<file path="config.mk">
export PLATFORM = sky130hd
export DESIGN_NAME = imem_loader
export DESIGN_NICKNAME = d
export VERILOG_FILES = /design/src/rtl/imem_loader.sv
export SDC_FILE = /design/constraint.sdc
export NUM_CORES = 1
export LEC_CHECK = 0
export ABC_AREA = 1
export BUFFER_PORTS_ARGS = -buffer_cell sky130_fd_sc_hd__buf_4
export CAP_MARGIN = 30
export CORE_MARGIN = 1
export CORE_UTILIZATION = 50
export DETAILED_ROUTE_END_ITERATION = 16
export GPL_TIMING_DRIVEN = 1
export MAX_ROUTING_LAYER = met4
export PLACE_DENSITY = 0.81
export SLEW_MARGIN = 25
export SYNTH_ARGS = -nofsm -noshare
export SYNTH_HDL_FRONTEND = slang
export SYNTH_SLANG_ARGS = --single-unit
</file>
<file path="constraint.sdc">
create_clock -name clk -period 1.9 [get_ports clk]
set_input_delay 0.57 -clock clk [delete_from_list [all_inputs] [get_ports clk]]
set_output_delay 0.57 -clock clk [all_outputs]
set_load 0.005 [all_outputs]
</file>
<file path="src/rtl/imem_loader.sv">
// imem_loader
// Fills the byte-addressed instruction memory from a framed byte stream
// while holding the core in reset.
//
// Frame layout: 4-byte length (LSB first), <length> payload bytes, and
// 1 checksum byte. The checksum is the mod-256 sum of the payload bytes.
// Payload byte n is written to BASE_ADDR + n.
//
// Ports:
//   clk        clock, rising edge
//   rst        synchronous active-high reset
//   start      one-cycle pulse that begins a load (ignored unless idle)
//   in_valid   stream byte valid
//   in_data    stream byte
//   in_ready   loader accepts a byte this cycle (independent of in_valid)
//   mem_we     IMEM byte write enable (one cycle per payload byte)
//   mem_addr   IMEM byte address
//   mem_wdata  IMEM byte data
//   busy       load in progress (length, data or checksum phase)
//   done       sticky: last load completed with a good checksum
//   error      sticky: last load failed (length or checksum)
//   cpu_hold   core reset request, busy OR rst
module imem_loader #(
    parameter int unsigned MEM_NBYTE = 4096,
    parameter int unsigned BASE_ADDR = 0
) (
    input  logic        clk,
    input  logic        rst,
    input  logic        start,
    input  logic        in_valid,
    input  logic [7:0]  in_data,
    output logic        in_ready,
    output logic        mem_we,
    output logic [31:0] mem_addr,
    output logic [7:0]  mem_wdata,
    output logic        busy,
    output logic        done,
    output logic        error,
    output logic        cpu_hold
);

    typedef enum logic [2:0] {
        S_IDLE,
        S_LEN,
        S_DATA,
        S_CSUM,
        S_DONE,
        S_ERR
    } state_t;

    // Largest payload that fits between BASE_ADDR and the end of memory.
    localparam logic [31:0] LIMIT = 32'(MEM_NBYTE - BASE_ADDR);
    localparam logic [31:0] BASE  = 32'(BASE_ADDR);

    state_t      state;
    logic [31:0] len;       // payload length, shifted in LSB first
    logic [1:0]  len_cnt;   // length bytes received so far
    logic [31:0] idx;       // payload bytes received so far
    logic [7:0]  csum;      // running mod-256 payload sum

    logic        accept;
    logic [31:0] len_next;

    // busy is high exactly in LEN/DATA/CSUM, which are the accepting states,
    // so in_ready is simply the registered busy flag.
    assign in_ready = busy;
    assign accept   = in_valid && busy;
    assign cpu_hold = busy | rst;

    // Length value once the current byte has been shifted in at the top.
    assign len_next = {in_data, len[31:8]};

    always_ff @(posedge clk) begin
        if (rst) begin
            state     <= S_IDLE;
            busy      <= 1'b0;
            done      <= 1'b0;
            error     <= 1'b0;
            mem_we    <= 1'b0;
            mem_addr  <= '0;
            mem_wdata <= '0;
            len       <= '0;
            len_cnt   <= '0;
            idx       <= '0;
            csum      <= '0;
        end else begin
            mem_we <= 1'b0;

            case (state)
                S_IDLE: begin
                    if (start) begin
                        state   <= S_LEN;
                        busy    <= 1'b1;
                        done    <= 1'b0;
                        error   <= 1'b0;
                        len     <= '0;
                        len_cnt <= '0;
                        idx     <= '0;
                        csum    <= '0;
                    end
                end

                S_LEN: begin
                    if (accept) begin
                        len     <= len_next;
                        len_cnt <= len_cnt + 2'd1;
                        if (len_cnt == 2'd3) begin
                            // Full 32-bit compare: any set upper bit rejects.
                            if (len_next > LIMIT) begin
                                state <= S_ERR;
                                busy  <= 1'b0;
                                error <= 1'b1;
                            end else if (len_next == '0) begin
                                state <= S_CSUM;
                            end else begin
                                state <= S_DATA;
                            end
                        end
                    end
                end

                S_DATA: begin
                    if (accept) begin
                        mem_we    <= 1'b1;
                        mem_addr  <= BASE + idx;
                        mem_wdata <= in_data;
                        csum      <= csum + in_data;
                        idx       <= idx + 32'd1;
                        if (idx + 32'd1 == len) begin
                            state <= S_CSUM;
                        end
                    end
                end

                S_CSUM: begin
                    if (accept) begin
                        busy <= 1'b0;
                        if (in_data == csum) begin
                            state <= S_DONE;
                            done  <= 1'b1;
                        end else begin
                            state <= S_ERR;
                            error <= 1'b1;
                        end
                    end
                end

                S_DONE: state <= S_IDLE;

                S_ERR: state <= S_IDLE;

                default: begin
                    state <= S_IDLE;
                    busy  <= 1'b0;
                end
            endcase
        end
    end

endmodule

</file>
Word-level counts from Yosys, hierarchy flattened. Cells that the tools add are included.

Divide/modulo/power cells: 0. Reductions and logical operators: 16. Equal/unequal tests: 17. Bitwise logic cells: 3. Shift-type cells: 0. $lt $le $gt $ge: 1. Multipliers: 0. $add $sub $neg: 3. Mux-type cells: 38.

Operators by type and width (count): $pmux W32 S2 (2); $mux W32 (3); $add A32 B1 Y32 const B (1); $eq A32 B32 Y1 (1); $gt A32 B13 Y1 const B (1); $logic_not A32 Y1 (1); $mux W3 (7); $ne A2 B2 Y1 const B (9); $mux W1 (16); $mux W8 (2); $pmux W8 S2 (1); $pmux W3 S4 (1); $reduce_and A6 Y1 (2); $add A8 B8 Y8 (1); $eq A8 B8 Y1 (1); $reduce_and A7 Y1 (1); $eq A3 B2 Y1 const B (2); $eq A3 B3 Y1 const B (2); $reduce_and A3 Y1 (2); $reduce_bool A2 Y1 (3); $mux W2 (2); $pmux W1 S4 (1); $pmux W2 S2 (1); $reduce_and A4 Y1 (1); other kinds (13) (14).

Bits of input ports: 12. Flip-flop bits (word level): 121. Latch bits: 0. Logic and storage cells: 89. Memories: 0. Memory bits (writable): 0. ROM bits: 0. Output and inout bits: 46.

Longest topological paths before layout.
Word-level depth: 6. Gate-level depth with buffers: 18. Mapped depth without buffers: 18.

Least setup slack after synthesis. No wires, ideal clock.

Kind: in2reg. Start point: in in_data[2]. End point: reg csum[7]. Library setup time: 0.132 ns. Stages on the path: 12. Path slack: -0.170 ns. Arrival: 1.938 ns. Data required time: 1.768 ns. Buffers on the path: 0. Cells stage by stage: ha_1 > a21oi_1 > nand2_1 > nand2_1 > nand2_1 > a21oi_1 > nor2_1 > nor2_1 > o21bai_1 > or2_2 > nand3_1 > a21oi_1.

Longest elaborated chain between the ends: 3.

Ends and longest elaborated chain: from (decl) (RTL line 31) `input logic [7:0] in_data,`; $add A8 B8 Y8 (RTL line 127) `csum <= csum + in_data;`; $mux W8 (RTL line 123) `if (accept) begin`; $pmux W8 S2 (RTL line 89) `case (state)`; to (signal assigned) (RTL line 127); to (decl) (RTL line 59) `logic [7:0] csum;`.

Every way passes these cells. The select of a mux whose other input is x is not followed. A chain may end at the register's enable or synchronous reset.

Worst setup path after layout.
Start point: reg idx[10]. End point: reg state[0].

Longest elaborated chain between the ends: 4.

Ends and longest elaborated chain: from (decl) (RTL line 58) `logic [31:0] idx;`; from (signal assigned) (RTL line 128) `idx <= idx + 32'd1;`; $add A32 B1 Y32 (RTL line 129) `if (idx + 32'd1 == len) begin`; $eq A32 B32 Y1 (RTL line 129); $ne A2 B2 Y1 (no line); $reduce_and A6 Y1 (no line); to (signal assigned) (RTL line 130) `state <= S_CSUM;`; to (signal assigned) (RTL line 139) `state <= S_DONE;`; to (signal assigned) (RTL line 142) `state <= S_ERR;`; to (decl) (RTL line 55) `state_t state;`.

Every way passes these cells.

==> results.json <==
{
  "status": "complete, but fails checks",
  "failed_checks": "negative setup slack",
  "start_util_pct": 52.2,
  "die_h_um": 115,
  "cp_cell_sequence": "nand2_1 > nor2_1 > nand2_1 > nor2_4 > nand2_1 > nand3_1 > nand2_1 > nor2_1 > nand3_1 > nor2_2 > nand3_2 > nand2_2 > nand3_1 > nand2_1 > nor2_1",
  "combPwrFrac_pct": 37.0,
  "synthesis.area_mm2": 0.00638,
  "drcViolationCount": 0,
  "grt-ovfl-total": 0,
  "r2r_start": "idx[10]",
  "synth_area_per_cell_um2": 6.93,
  "leakagePower_nw": 3.85,
  "tns_ns": -0.532,
  "synthCells": 920,
  "drtAntennaViolNets": 0,
  "ys_ff_latch": 121,
  "ios": 58,
  "fin_util_pct": 71.6,
  "powerDensity_mw_per_mm2": 1210,
  "arrival_ns": 2.49,
  "first_global_vias": 6531,
  "track_usage_pct": 32.7,
  "p_sw_share_pct": 37.5,
  "layout.cells.most_common": "nand2_1",
  "synth_async_sr_flop_share_pct": 0,
  "antenna_cells": 0,
  "fin_crit_sh_pct": 114,
  "gp_congestion": 0.977,
  "dieArea_mm2": 0.0132,
  "final_cell_mix": "nand2_1 (214), buf_4 (185), dfxtp_1 (110)",
  "worst_slack_ns": -0.268,
  "crit_top_cell": "nand2_1",
  "viasPerCell": 5.53,
  "dr.pass1.iters": 5,
  "drive_above_1_share_pct": 26.9,
  "reg2reg_depth": 15,
  "cts_sinks": 121,
  "pre_cts_slack_ns": -0.301,
  "stdcell_area_mm2": 0.00875,
  "whs_path_depth": 3,
  "p_switching_mw": 3.95,
  "maxCapViolCount": 0,
  "io_buffer_count": 57,
  "finalSetupViolCount": 2,
  "cp_slowest_cell": "dfxtp_1",
  "place_inst": 1233,
  "seqCellArea_mm2": 0.00244,
  "ys_seq_area_share_pct": 38.0,
  "finalWirelength_um": 20400,
  "hold_buffers": 0,
  "crit_path_end_kind": "flip-flop",
  "critical_path_buf_inv_count": 0,
  "slew_violations": 0,
  "rrSetupSlack_ns": -0.27,
  "synth_ff_type": "dfxtp_1",
  "synth_edf_count": 0,
  "clk_pin_slew_ns": 0.06,
  "nFillCells": 1003,
  "ys.warnings.count": 0,
  "critPathMaxFanout": 6,
  "grt_start_max_net_pins": 49,
  "worstMarginPinSlew_ns": 0.468,
  "rsz0062_at_grt": "true",
  "hold_viol": 0,
  "slowest_delay_ns": 0.42,
  "fmax_mhz": 461,
  "final_net_count": 1113,
  "tritoncts": "yes",
  "hp-start": "in_data[5]",
  "rows": 40,
  "worstHoldPathType": "in -> reg",
  "cp_top_family": "simple AND/OR/NAND/NOR gates",
  "period_needed_ns": 2.17,
  "multi_input_area_mm2": 0.00366,
  "fp.coreArea_mm2": 0.0122,
  "die_w_um": 115,
  "vias": 7030,
  "finalNonFillerCells": 1271,
  "worst-setup-path-type": "reg -> reg",
  "finalClockSkew_ns": 0.00751,
  "start_kind": "flip-flop",
  "drt_iter0_drc": 694,
  "clock_power_share_pct": 32.6,
  "synth_nets": 942,
  "required_ns": 2.22,
  "ir_drop_mv": 0.816,
  "grt_first_pass_wirelength_um": 32100,
  "wl_per_cell_um": 16.0,
  "cts_root_buffer": "clkbuf_16",
  "intPower_mw": 6.60,
  "antenna_found_initial": 0,
  "ys_types": 41,
  "syn2layout_area_growth_pct": 37.2,
  "hold_end": "mem_wdata[5]",
  "max_slew_margin_pct": 68.8,
  "r2r-end": "state[0]",
  "clk_path_buf_depth": 2,
  "placed_cell_area_mm2": 0.00796,
  "dp_hpwl_um": 14300,
  "seqPwrFrac_pct": 30.4,
  "clk_latency_ns": 0.42,
  "htree_levels": 4,
  "cts_buffers": 17
}
[power groups by stage]
| stage | registers, mW | logic (mW) | clock network (mW) |
|---|---|---|---|
| after global placement | 3.21 | 3.49 | 0 |
| after global routing | 3.25 | 4.20 | 3.58 |
| after detailed placement | 3.23 | 3.55 | 0 |
| after floorplan | 3.17 | 2.22 | 0 |
| final | 3.21 | 3.90 | 3.44 |
| after CTS | 3.18 | 3.61 | 3.46 |
[layer usage]
| layer | share of wire, % | global-route usage [%] | up-vias |
|---|---|---|---|
| li1 | - | - | 3418 |
| met4 | 3.2 | 13.2 | 0 |
| met1 | 42 | 41.5 | 3203 |
| met3 | 8.8 | 5.90 | 78 |
| met5 | 0 | - | - |
| met2 | 46 | 51.3 | 331 |
[logic make-up (layout without fill, tap and decap cells)]
group,after synthesis,after routing,share of synthesized area [%]
AO/OA/AOI/OAI,188,188,17.3
XOR/XNOR,14,14,3.04
adder cells (fa/ha/maj),10,10,2.08
buffers and inverters,123,306,7.50
flip-flops,121,121,38.0
AND/OR/NAND/NOR,464,464,32.0
[sequential cells by signal, indices dropped and copies added (netlist names), 2 cells and up]
name / count
csum: 8
idx: 32
len: 32
len_cnt: 2
mem_addr: 32
mem_wdata: 8
state: 3
[worst min-delay path: cells and delay by family]
kind / cells / cell delay [ns]
buf+inv: 1 / 0.11
simple gates: 2 / 0.15
[per-stage QoR]
stage,hold WS (ns),total power [mW]
after global routing,0.447,11.0
after global placement,0.457,6.70
final,0.441,10.6
after detailed placement,0.456,6.77
after floorplan,0.446,5.38
after CTS,0.434,10.2
[timing repair]
action	CTS	global route
setup endpoints to repair	2	40
resized for setup	11	28
pin swaps	4	4
buffers inserted	5	2
gates cloned	0	1
[cells in the mapped netlist, types with 5 or more instances]
cell,instances,share of area (%)
o21ai_0,54,4.2
o31ai_1,10,1.2
inv_1,78,4.6
clkbuf_1,31,1.8
inv_2,5,0.29
nor2_1,112,6.6
nand3_1,88,6.9
ha_1,9,1.8
dfxtp_1,121,38
nand3b_1,6,0.71
nand2_2,6,0.59
nor2_2,5,0.49
nand4_1,8,0.78
nand2_1,220,13
a21oi_1,77,6.0
xor2_1,7,0.96
a211oi_1,22,2.6
o32ai_1,14,1.9
[worst max path at each step]
stage | startpoint | endpoint | slack [ns] | depth (start not counted)
6_report | idx[10] | state[0] | -0.27 | 15
5_1_grt | idx[10] | state[2] | -0.43 | 16
4_1_cts | idx[0] | state[0] | -0.23 | 18
3_5_place_dp | in_data[0] | state[0] | -0.30 | 11
3_3_place_gp | in_data[0] | state[0] | -0.31 | 11
2_1_floorplan | in_data[1] | csum[7] | -0.02 | 12
[area by class of cell]
cell class	count	area share [%]
multi-input cells	676	41.8
inverters	84	3.68
clock buffers	23	5.46
flip-flops and latches	121	27.9
repair buffers	191	17.1
well taps	168	2.40
clock inverters	8	1.63
No activity file was read; power rests on OpenSTA's default activity.
